--- config.mk ---
export PLATFORM = sky130hd
export DESIGN_NAME = cpu_tick_controller
export DESIGN_NICKNAME = d
export VERILOG_FILES = /design/src/rtl/cpu_tick_controller.sv
export SDC_FILE = /design/constraint.sdc
export NUM_CORES = 1
export LEC_CHECK = 0
export ABC_AREA = 1
export ABC_CLOCK_PERIOD_IN_PS = 4300
export CAP_MARGIN = 20
export CELL_PAD_IN_SITES_DETAIL_PLACEMENT = 0
export CELL_PAD_IN_SITES_GLOBAL_PLACEMENT = 1
export CORE_ASPECT_RATIO = 1.25
export CORE_MARGIN = 8
export CORE_UTILIZATION = 45
export CTS_CLUSTER_SIZE = 28
export DETAILED_ROUTE_END_ITERATION = 10
export GPL_TIMING_DRIVEN = 0
export PLACE_DENSITY = 0.9
export SLEW_MARGIN = 25
export SYNTH_ARGS = -nofsm -noshare
export SYNTH_HDL_FRONTEND = slang
export SYNTH_SLANG_ARGS = --single-unit
--- constraint.sdc ---
create_clock -name Clock -period 4.3 [get_ports Clock]
set_clock_uncertainty 0.2 [all_clocks]
set_input_delay 1.29 -clock Clock [delete_from_list [all_inputs] [get_ports Clock]]
set_output_delay 1.29 -clock Clock [all_outputs]
set_load 0.02 [all_outputs]
--- src/rtl/cpu_tick_controller.sv ---
// ---------------------------------------------------------------------------
// cpu_tick_controller
//
// Generates the one-cycle Tick strobe that gates every state-holding register
// of the single-cycle RISC-V core. Three execution modes come from the board
// buttons: halted, free-running at a programmable rate, and single-step.
//
// Parameters
//   DivBits        width of Divisor and of the internal rate counter
//   DebounceCount  cycles StepBtn must be stable before it is accepted (>=1)
//
// Ports
//   Clock       in   system clock, rising edge
//   Reset       in   synchronous, active-high
//   RunReq      in   enter free-run
//   HaltReq     in   stop issuing ticks
//   Breakpoint  in   PC-compare hit, same effect as HaltReq
//   StepBtn     in   raw asynchronous bouncing push-button (1 = pressed)
//   Divisor     in   free-run tick period = Divisor+1 cycles
//   Tick        out  registered one-cycle strobe to the core registers
//   Running     out  1 while in the RUNNING state
//   TickCount   out  ticks issued since reset, wraps silently
// ---------------------------------------------------------------------------
module cpu_tick_controller #(
  parameter int DivBits       = 24,
  parameter int DebounceCount = 50000
) (
  input  logic               Clock,
  input  logic               Reset,
  input  logic               RunReq,
  input  logic               HaltReq,
  input  logic               Breakpoint,
  input  logic               StepBtn,
  input  logic [DivBits-1:0] Divisor,
  output logic               Tick,
  output logic               Running,
  output logic [31:0]        TickCount
);

  localparam int DebW = (DebounceCount < 2) ? 1 : $clog2(DebounceCount + 1);
  // The first two post-reset samples of the synchronizer are reset values,
  // not the button, so arming waits two extra cycles.
  localparam int ArmCount = DebounceCount + 2;
  localparam int ArmW     = $clog2(ArmCount + 1);

  typedef enum logic [1:0] {
    HALTED    = 2'd0,
    RUNNING   = 2'd1,
    STEP_WAIT = 2'd2
  } state_e;

  state_e             state_q, state_d;
  logic [DivBits-1:0] cnt_q, cnt_d;
  logic               tick_q, tick_d;
  logic               running_q;
  logic [31:0]        tick_count_q;

  logic               sync1_q, sync2_q;
  logic               deb_q, deb_prev_q;
  logic [DebW-1:0]    deb_cnt_q;
  logic               armed_q;
  logic [ArmW-1:0]    arm_cnt_q;

  logic               halt_req;
  logic               step_evt;

  assign halt_req = HaltReq | Breakpoint;
  // A debounced press only steps once the button has been seen released after
  // reset, so a press held through reset cannot produce a stray tick.
  assign step_evt = deb_q & ~deb_prev_q & armed_q;

  // NOTE: every output of this block gets a default first, so no path through
  // the case leaves a signal unassigned and no latch is inferred.
  always_comb begin
    state_d = state_q;
    cnt_d   = cnt_q;
    tick_d  = 1'b0;
    unique case (state_q)
      HALTED: begin
        if (halt_req) begin
          state_d = HALTED;
        end else if (RunReq) begin
          state_d = RUNNING;
          cnt_d   = '0;
        end else if (step_evt) begin
          state_d = STEP_WAIT;
          tick_d  = 1'b1;
        end
      end
      STEP_WAIT: begin
        if (halt_req) begin
          state_d = HALTED;
        end else if (RunReq) begin
          state_d = RUNNING;
          cnt_d   = '0;
        end else if (!deb_q) begin
          state_d = HALTED;
        end
      end
      RUNNING: begin
        if (halt_req) begin
          state_d = HALTED;
        end else if (cnt_q >= Divisor) begin
          // >= rather than == so a Divisor lowered below the current count
          // ticks on the next edge instead of wrapping the counter.
          tick_d = 1'b1;
          cnt_d  = '0;
        end else begin
          cnt_d = cnt_q + DivBits'(1);
        end
      end
      default: state_d = HALTED;
    endcase
  end

  // NOTE: state registers use non-blocking assignments so every flop samples
  // the values from before the edge, independent of statement order.
  always_ff @(posedge Clock) begin
    if (Reset) begin
      state_q      <= HALTED;
      cnt_q        <= '0;
      tick_q       <= 1'b0;
      running_q    <= 1'b0;
      tick_count_q <= '0;
      sync1_q      <= 1'b0;
      sync2_q      <= 1'b0;
      deb_q        <= 1'b0;
      deb_prev_q   <= 1'b0;
      deb_cnt_q    <= '0;
      armed_q      <= 1'b0;
      arm_cnt_q    <= '0;
    end else begin
      state_q    <= state_d;
      cnt_q      <= cnt_d;
      tick_q     <= tick_d;
      running_q  <= (state_d == RUNNING);
      if (tick_d) tick_count_q <= tick_count_q + 32'd1;

      sync1_q    <= StepBtn;
      sync2_q    <= sync1_q;
      deb_prev_q <= deb_q;

      // Accept the synced level only after it has disagreed with the
      // debounced level for DebounceCount consecutive cycles.
      if (sync2_q != deb_q) begin
        if (deb_cnt_q == DebW'(DebounceCount - 1)) begin
          deb_q     <= sync2_q;
          deb_cnt_q <= '0;
        end else begin
          deb_cnt_q <= deb_cnt_q + DebW'(1);
        end
      end else begin
        deb_cnt_q <= '0;
      end

      if (!armed_q) begin
        if (sync2_q) begin
          arm_cnt_q <= '0;
        end else if (arm_cnt_q == ArmW'(ArmCount - 1)) begin
          armed_q <= 1'b1;
        end else begin
          arm_cnt_q <= arm_cnt_q + ArmW'(1);
        end
      end
    end
  end

  assign Tick      = tick_q;
  assign Running   = running_q;
  assign TickCount = tick_count_q;

endmodule
# After elaboration in Yosys (flattened, before gate mapping)
# Index checks and enable logic that the tools add are counted.
# W data, S select, Z words.
dict set report classes {
  n_addsub 4
  n_lt_le_gt_ge 1
  n_eq_ne 10
  muxes 24
  bitwise_logic 6
  reduce_logical 7
}
# operator n
set op_table {}
lappend op_table {{$mux W24} 4}
lappend op_table {{$pmux W24 S2} 1}
lappend op_table {{$add A16 B1 Y16 const B} 2}
lappend op_table {{$add A32 B1 Y32 const B} 1}
lappend op_table {{$eq A16 B16 Y1 const B} 2}
lappend op_table {{$mux W16} 2}
lappend op_table {{$add A24 B1 Y24 const B} 1}
lappend op_table {{$ge A24 B24 Y1} 1}
lappend op_table {{$mux W2} 7}
lappend op_table {{$mux W1} 8}
lappend op_table {{$ne A2 B2 Y1 const B} 3}
lappend op_table {{$pmux W2 S3} 1}
lappend op_table {{$eq A2 B1 Y1 const B} 2}
lappend op_table {{$reduce_and A2 Y1} 2}
lappend op_table {{$reduce_and A4 Y1} 1}
lappend op_table {{$not A1 Y1} 3}
lappend op_table {{$reduce_or A3 Y1} 1}
lappend op_table {{$and A1 B1 Y1} 2}
lappend op_table {{$eq A2 B2 Y1 const B} 1}
lappend op_table {{$logic_not A2 Y1} 1}
lappend op_table {{$ne A2 B1 Y1 const B} 1}
lappend op_table {{$pmux W1 S2} 1}
lappend op_table {{$reduce_bool A2 Y1} 1}
lappend op_table {{$reduce_or A2 Y1} 1}
lappend op_table {{2 further kinds} 2}
dict set report totals {
  register_bits 97
  in_bits 30
  out_inout_bits 34
}

# Depth between registers and ports, before layout
# Gate-level depths: netlist (run 1).
dict set report logic_depth {
  depth_word 8
  mapped_depth 16
  mapped_depth_nobuf 16
}

# Least setup slack after synthesis (run 1)
# OpenSTA, ideal clock, no wires.
dict set report synth_path {
  kind {input -> register}
  from {in Divisor[3]}
  to {reg tick_count_q[23] (netlist: TickCount[23])}
  setup_time_ns 0.067
  t_arrival_ns 2.623
  t_required_ns 4.033
  slack_ns 1.410
  stages 14
  cell_sequence {inv_1 -> ha_1 -> nand2_1 -> nor2_1 -> nor2_1 -> nand2_1 -> nand2_1 -> nand2_1 -> nand2_1 -> nand3_4 -> nand2_4 -> buf_2 -> nand3_1 -> a21oi_2}
}
dict set report synth_between {
  elab_chain_cells 4
}
# element line_no
set synth_rtl {}
lappend synth_rtl {{start, declared} 34} ;# input logic [DivBits-1:0] Divisor,
lappend synth_rtl {{$ge A24 B24 Y1} 103} ;# end else if (cnt_q >= Divisor) begin
lappend synth_rtl {{$mux W1} 103}
lappend synth_rtl {{$mux W1} 101} ;# if (halt_req) begin
lappend synth_rtl {{$pmux W1 S2} 78} ;# unique case (state_q)
lappend synth_rtl {{end signal, assigned} 137} ;# if (tick_d) tick_count_q <= tick_count_q + 32'd1;
lappend synth_rtl {{end, declared} 56} ;# logic [31:0] tick_count_q;
# Every way passes these cells.
# A chain may end at the register's enable or synchronous reset.

# Final worst setup path (run 1)
dict set report layout_path {
  from {in Divisor[3]}
  to {reg cnt_q[8]}
}
dict set report layout_between {
  elab_chain_cells 4
}
# element line_no
set layout_rtl {}
lappend layout_rtl {{$ge A24 B24 Y1} 103}
lappend layout_rtl {{$mux W24} 103}
lappend layout_rtl {{$mux W24} 101}
lappend layout_rtl {{$pmux W24 S2} 78}
lappend layout_rtl {{end signal, assigned} 134} ;# cnt_q <= cnt_d;
lappend layout_rtl {{end, declared} 53} ;# logic [DivBits-1:0] cnt_q, cnt_d;
# Every way passes these cells. The select of a mux whose other input is x is not followed.

==> results of run 1 <==
==> critical path, cell delays in order <==
cell,delay (ns)
clkdlybuf4s50_1,0.45
inv_1,0.04
ha_1,0.29
nand2_1,0.09
nor2_1,0.05
nor2_1,0.07
nand2_1,0.07
nand2_1,0.06
nand2_1,0.06
nand2_1,0.10
nand3_4,0.13
o21ai_4,0.22
nand2_2,0.15
buf_2,0.22
nor2_1,0.10
==> synth_stat cells, drive strengths merged, types with 2 or more instances <==
cell type    n  area (sq um)
nor3        37           240
xnor2       19           174
o211ai       2          15.0
inv        113           424
clkbuf       6          22.5
a21oi       68           363
dfxtp       97          1940
or2          2          12.5
nor3b        3          22.5
buf         16           105
nor2       111           477
nor4         3          40.0
xor2        26           228
nand3       70           403
nand4       37           231
nand3b       4          30.0
nand2      219           855
a31o         2          17.5
o21ai       15          86.3
ha          29           363
==> cell type report <==
| cell class | count | area [sq um] | area share, % |
|---|---|---|---|
| Multi-Input combinational cell | 656 | 3620 | 49.9 |
| Tap cell | 171 | 214 | 2.95 |
| Clock inverter | 4 | 51.3 | 0.707 |
| Clock buffer | 12 | 256 | 3.53 |
| Timing Repair Buffer | 62 | 621 | 8.55 |
| Inverter | 113 | 424 | 5.84 |
| Sequential cell | 97 | 1940 | 26.8 |
| Buffer | 22 | 128 | 1.76 |
==> how the worst max path moves through the flow <==
stage               startpoint                          to  cells after the start
finish              Divisor[3]       cnt_q[8]$_SDFFE_PP0P_                     15
global route        Divisor[3]       cnt_q[8]$_SDFFE_PP0P_                     15
CTS                 Divisor[3]       cnt_q[8]$_SDFFE_PP0P_                     15
detailed placement  Divisor[3]       cnt_q[8]$_SDFFE_PP0P_                     15
global placement    Divisor[3]       cnt_q[3]$_SDFFE_PP0P_                     15
floorplan           Divisor[3]  TickCount[23]$_SDFFE_PP0P_                     14
==> kinds of logic (layout without fill, tap and decap cells) <==
logic type / after synthesis / count (layout) / synth area share (%)
AND/OR/NAND/NOR: 488 / 488 / 38.0
buffers and inverters: 135 / 213 / 9.02
flip-flops: 97 / 97 / 31.8
AO/OA/AOI/OAI: 94 / 94 / 8.72
XOR/XNOR: 45 / 45 / 6.57
adder cells (fa/ha/maj): 29 / 29 / 5.93
==> per-layer routing <==
metal | vias up | GRT usage [%]
li1 | 3039 | -
met1 | 2595 | 21.9
met2 | 112 | 31.6
met3 | 23 | 2.51
met4 | 0 | 7.14
met5 | - | 0
==> flip-flops by register name (all words and copies together), names as in the netlist <==
register and flops:
deb_cnt_q 16, TickCount 32, cnt_q 24, deb_prev_q 1, Tick 1, sync2_q 1, sync1_q 1, armed_q 1
arm_cnt_q 16, Running 1, deb_q 1, state_q 2
==> power breakdown <==
group	switching, mW	internal (mW)	total, mW
Sequential	0.00491	0.902	0.907
Combinational	0.0511	0.0413	0.0923
Clock	0.349	0.483	0.832
Total	0.405	1.43	1.83
==> through the flow <==
stage	area, sq um	worst slack (ns)
after detailed placement	6950	0.580
after global routing	7260	0.769
final	7260	0.978
after global placement	6950	0.615
after CTS	7260	0.932
after floorplan	6110	1.41
==> run summary, run 1 <==
Outcome -> completed
Worst r2r path cells -> 9
Die height -> 146 microns
DR WL met2 -> 7600 microns
Layout area overhead -> 18.7%
# resized after CTS -> 0
Worst-path clk slew -> 0.07 ns
Critical Path Sink Type -> flip-flop
Top routing layer used -> met4
Worst hold path class -> reg2reg
Final Power -> 1.83 mW
Min-delay src -> sync1_q$_SDFF_PP0_
Vias -> 5769
DIE AREA -> 0.0176 sq mm
CTS tree -> yes
Post-route minimum period -> 3.32 ns
Max-Cap Viols -> 0
Post-synth EDFFs -> 0
Final wirelength -> 15400 microns
Dpl hpwl -> 11900 microns
Seq/Total Area, Yosys -> 31.8%
Syn_area_per_cell -> 6.89 sq um
Final setup viols -> 0
Total Nets Final -> 1020
Die width -> 120 microns
GRT Util Overall -> 18.2%
Hold Crit Depth -> 2
Initial antenna violation count -> 0
Largest net degree at the start of global routing -> 16
Commonest non-fill, non-tap cell in the layout -> nand2_1
Slew HR -> 61.9%
Final Max Tran Viols -> 0
Root Driver -> clkbuf_16
Fin Setup TNS -> 0 ns
Starting Density -> 46.0%
Initial DRC Count -> 408
Inst Count DP -> 1121
Hold slack final -> 0.207 ns
Hold_buf cts -> 0
IO Port Bufs -> 62
Boundary Pins -> 64
Reg-to-reg endpoint -> cnt_q[8]$_SDFFE_PP0P_
Post-Syn Area -> 0.00611 sq mm
Placer Congestion -> 0.897
Leak -> 2.80 nW
CTS max path bufs -> 2
Row Count -> 47
Syn Inst Count -> 888
Core ar. -> 0.0133 sq mm
Arrival time at the worst endpoint -> 3.40 ns
Tcrit/Tclk final -> 77.3%
Vias per cell -> 5.07
Clk_lat worst skew -> 0.34 ns
RSZ-0062 raised after global routing -> no
CP Data Required Time -> 4.38 ns
Mapped Nets -> 947
VDD IR-drop max -> 0.162 mV
Antenna Violating Nets Remaining -> 0
Number of global-route vias before repair -> 5623
FF-to-FF Start -> cnt_q[19]$_SDFFE_PP0P_
Ys async rst share -> 0%
Num CTS Buffers -> 9
Fillers -> 1384
YS warnings -> 0
Met3 Routed Length -> 688 microns
CP startpoint kind -> primary input
PD cells -> 252 mW/mm^2
Worst slew pin tran -> 0.572 ns
Final core utilization -> 54.6%
Most frequent cells in the layout -> nand2_1, inv_1, dfxtp_1, nor2_1
CP max FO -> 10
Routed len/inst -> 13.6 microns
FF-to-FF setup slack -> 2.01 ns
WS Path Type -> in2reg
Postcts setup bufs -> 0
Seq cells post-synth -> 97
M1 WL -> 6810 microns
Main synth FF type -> dfxtp_1
Final cell count without fillers -> 1137
Max Freq -> 301 MHz
Hold Vio Cnt, Final -> 0
Final global-route overflow total -> 0
Layout cells sized above 1 -> 9.21%
Htree depth -> 3
Hold Path End -> sync2_q$_SDFF_PP0_
DR pass1 iterations -> 5
DRC viols -> 0
First-pass GRT wire length -> 26800 microns
Yosys cell types -> 47
Clk sinks -> 97
Diodes inserted -> 0
No activity file was read; power rests on OpenSTA's default activity.
==> run 2: changes to the inputs <==
--- a/config.mk
+++ b/config.mk
@@ -6,17 +6,17 @@
 export NUM_CORES = 1
 export LEC_CHECK = 0
 export ABC_AREA = 1
-export ABC_CLOCK_PERIOD_IN_PS = 4300
+export ABC_CLOCK_PERIOD_IN_PS = 3000
 export CAP_MARGIN = 20
 export CELL_PAD_IN_SITES_DETAIL_PLACEMENT = 0
 export CELL_PAD_IN_SITES_GLOBAL_PLACEMENT = 1
 export CORE_ASPECT_RATIO = 1.25
 export CORE_MARGIN = 8
-export CORE_UTILIZATION = 45
+export CORE_UTILIZATION = 37
 export CTS_CLUSTER_SIZE = 28
 export DETAILED_ROUTE_END_ITERATION = 10
 export GPL_TIMING_DRIVEN = 0
-export PLACE_DENSITY = 0.9
+export PLACE_DENSITY = 0.79
 export SLEW_MARGIN = 25
 export SYNTH_ARGS = -nofsm -noshare
 export SYNTH_HDL_FRONTEND = slang
==> constraint.sdc (replaced) <==
create_clock -name Clock -period 3 [get_ports Clock]
set_clock_uncertainty 0.2 [all_clocks]
set_input_delay 0.9 -clock Clock [delete_from_list [all_inputs] [get_ports Clock]]
set_output_delay 0.9 -clock Clock [all_outputs]
set_load 0.02 [all_outputs]
==> run summary, run 2 (synthesized netlist as in run 1, its figures left out) <==
Outcome -> completed (unchanged)
Delay of the slowest critical-path stage -> 0.45 ns (about the same)
Max Freq -> 347 MHz
Final Power -> 2.60 mW (was 1.83 mW)
Core ar. -> 0.0162 sq mm (was 0.0133 sq mm)
Reg-to-reg endpoint -> TickCount[30]$_SDFFE_PP0P_ (was cnt_q[8]$_SDFFE_PP0P_)
Most frequent cells in the layout -> nand2_1, inv_1, dfxtp_1 (was nand2_1, inv_1, dfxtp_1, nor2_1)
DR pass1 iterations -> 5 (unchanged)
Max reg flops -> 32 (unchanged)
Dpl hpwl -> 13100 microns (was 11900 microns)
Crit path cell chain -> clkdlybuf4s50_1 > inv_1 > ha_4 > nand2_1 > nand2_1 > nor2_1 > nand2_1 > nand2_1 > nand2_2 > nand2_2 > nand3_4 > nand2_8 > nand2_8 > clkbuf_16 > nand2_1 > a21oi_2 (was clkdlybuf4s50_1 > inv_1 > ha_1 > nand2_1 > nor2_1 > nor2_1 > nand2_1 > nand2_1 > nand2_1 > nand2_1 > nand3_4 > o21ai_4 > nand2_2 > buf_2 > nor2_1)
Num CTS Buffers -> 9 (unchanged)
CP startpoint kind -> primary input (unchanged)
CP max FO -> 7 (was 10)
Clk_lat worst skew -> 0.35 ns (was 0.34 ns)
Commonest non-fill, non-tap cell in the layout -> nand2_1 (unchanged)
Largest net degree at the start of global routing -> 16 (unchanged)
Inst Count DP -> 1166 (was 1121)
CTS max path bufs -> 2 (unchanged)
Max-Cap Viols -> 0 (unchanged)
Worst slew pin tran -> 0.725 ns (was 0.572 ns)
Layout cells sized above 1 -> 11.7% (was 9.21%)
Hold Vio Cnt, Final -> 0 (unchanged)
Min-delay src -> sync1_q$_SDFF_PP0_ (unchanged)
GRT Util Overall -> 16.5% (was 18.2%)
Critical Path Sink Type -> flip-flop (unchanged)
Vias per cell -> 4.92 (was 5.07)
Hold slack final -> 0.204 ns (was 0.207 ns)
Starting Density -> 37.7% (was 46.0%)
Post-route minimum period -> 2.89 ns
VDD IR-drop max -> 0.215 mV (was 0.162 mV)
Tcrit/Tclk final -> 96.2%
Routed len/inst -> 14.5 microns (was 13.6 microns)
IO Port Bufs -> 62 (unchanged)
Number of global-route vias before repair -> 5628 (was 5623)
Diodes inserted -> 0 (unchanged)
DIE AREA -> 0.0209 sq mm (was 0.0176 sq mm)
Leak -> 2.85 nW (was 2.80 nW)
FF-to-FF setup slack -> 0.72 ns (was 2.01 ns)
Row Count -> 52 (was 47)
PD cells -> 344 mW/mm^2 (was 252 mW/mm^2)
Boundary Pins -> 64 (unchanged)
Final core utilization -> 46.7% (was 54.6%)
Final setup viols -> 0 (unchanged)
Die height -> 160 microns (was 146 microns)
Antenna Violating Nets Remaining -> 0 (unchanged)
DRC viols -> 0 (unchanged)
Fin area -> 0.00757 sq mm (was 0.00726 sq mm)
Die width -> 131 microns (was 120 microns)
Placer Congestion -> 0.875 (was 0.897)
Slew HR -> 51.7% (was 61.9%)
First-pass GRT wire length -> 27600 microns (was 26800 microns)
Initial DRC Count -> 311 (was 408)
FF-to-FF Start -> cnt_q[0]$_SDFFE_PP0P_ (was cnt_q[19]$_SDFFE_PP0P_)
Vias -> 5850 (was 5769)
Arrival time at the worst endpoint -> 2.90 ns (was 3.40 ns)
Total Nets Final -> 1026 (was 1020)
Root Driver -> clkbuf_16 (unchanged)
Layout area overhead -> 23.8% (was 18.7%)
Hold Path End -> sync2_q$_SDFF_PP0_ (unchanged)
CTS tree -> yes (unchanged)
Hold Crit Depth -> 2 (unchanged)
CP Data Required Time -> 3.01 ns (was 4.38 ns)
CP max stage cell -> clkdlybuf4s50_1 (unchanged)
Worst hold path class -> reg2reg (unchanged)
Placed Area -> 0.00701 sq mm (was 0.00695 sq mm)
Final global-route overflow total -> 0 (unchanged)
Fin Setup TNS -> 0 ns (unchanged)
Final wirelength -> 17300 microns (was 15400 microns)
Final cell count without fillers -> 1188 (was 1137)
Worst-path clk slew -> 0.06 ns (was 0.07 ns)
Worst setup margin -> 0.115 ns (was 0.978 ns)
Final Max Tran Viols -> 0 (unchanged)
Clk sinks -> 97 (unchanged)
Worst path most repeated cell -> nand2_1 (unchanged)
Initial antenna violation count -> 0 (unchanged)
Worst r2r path cells -> 15 (was 9)
WS Path Type -> in2reg (unchanged)
Placement Setup Slack -> -0.439 ns (was 0.580 ns)
Htree depth -> 3 (unchanged)
## run 2: changes by cell type in the layout (fill, tap and decap cells not counted), moves of 3 or more
cell and change:
a21oi_1 -4, a21oi_2 +4, buf_2 -4, buf_4 +4
buf_8 +3, clkbuf_16 +3, ha_1 -6, ha_4 +6
nand2_1 -6, nand2_2 +5
## run 2: worst max-delay path, delay by kind of cell
kind	cells	cell delay, ns
compound gates	1	0.05
simple gates	11	0.97
fa+ha+maj	1	0.24
buf+inv	3	0.70
## run 2: metal layers
metal | share of wire, % | routed length [microns] | global-route usage [%] | vias up
li1 | - | - | - | 3049
met3 | 4.4 | 768 | 3.17 | 24
met4 | 2.2 | 372 | 6.28 | 0
met5 | 0 | 0 | 0 | -
met2 | 50 | 8600 | 29.0 | 126
met1 | 44 | 7530 | 19.0 | 2651
## run 2: cell type report
class	instances	area (sq um)
sequential	97	1940
clock inverter	5	56.3
buffer	22	160
fill	1697	8630
timing repair buffer	68	723
multi-input combinational	656	3760
clock buffer	11	233
tap	216	270
inverter	113	424
## run 2: report_power, final
group	total, mW	leakage (nW)	switching [mW]	internal [mW]
clock	1.16	0.139	0.509	0.646
combinational	0.145	1.93	0.0816	0.0637
sequential	1.30	0.782	0.00752	1.29
total	2.60	2.85	0.598	2.00
## run 2: how the worst max path moves through the flow
stage / cells after the start / from / end / slack, ns
after floorplan: 14 / Divisor[3] / TickCount[23]$_SDFFE_PP0P_ / 0.50
after global placement: 15 / Divisor[3] / cnt_q[6]$_SDFFE_PP0P_ / -0.40
after detailed placement: 15 / Divisor[3] / cnt_q[8]$_SDFFE_PP0P_ / -0.44
after CTS: 15 / Divisor[3] / TickCount[19]$_SDFFE_PP0P_ / 0.002
after global routing: 14 / Divisor[14] / TickCount[26]$_SDFFE_PP0P_ / -0.01
final: 16 / Divisor[3] / TickCount[30]$_SDFFE_PP0P_ / 0.11
## run 2: repair_timing
item	4_1_cts	5_1_grt
hold buffers	0	0
endpoints found under the setup margin	10	40
gates resized for setup	0	40
buffers inserted	1	2
gates cloned	0	3
pin swaps	1	19
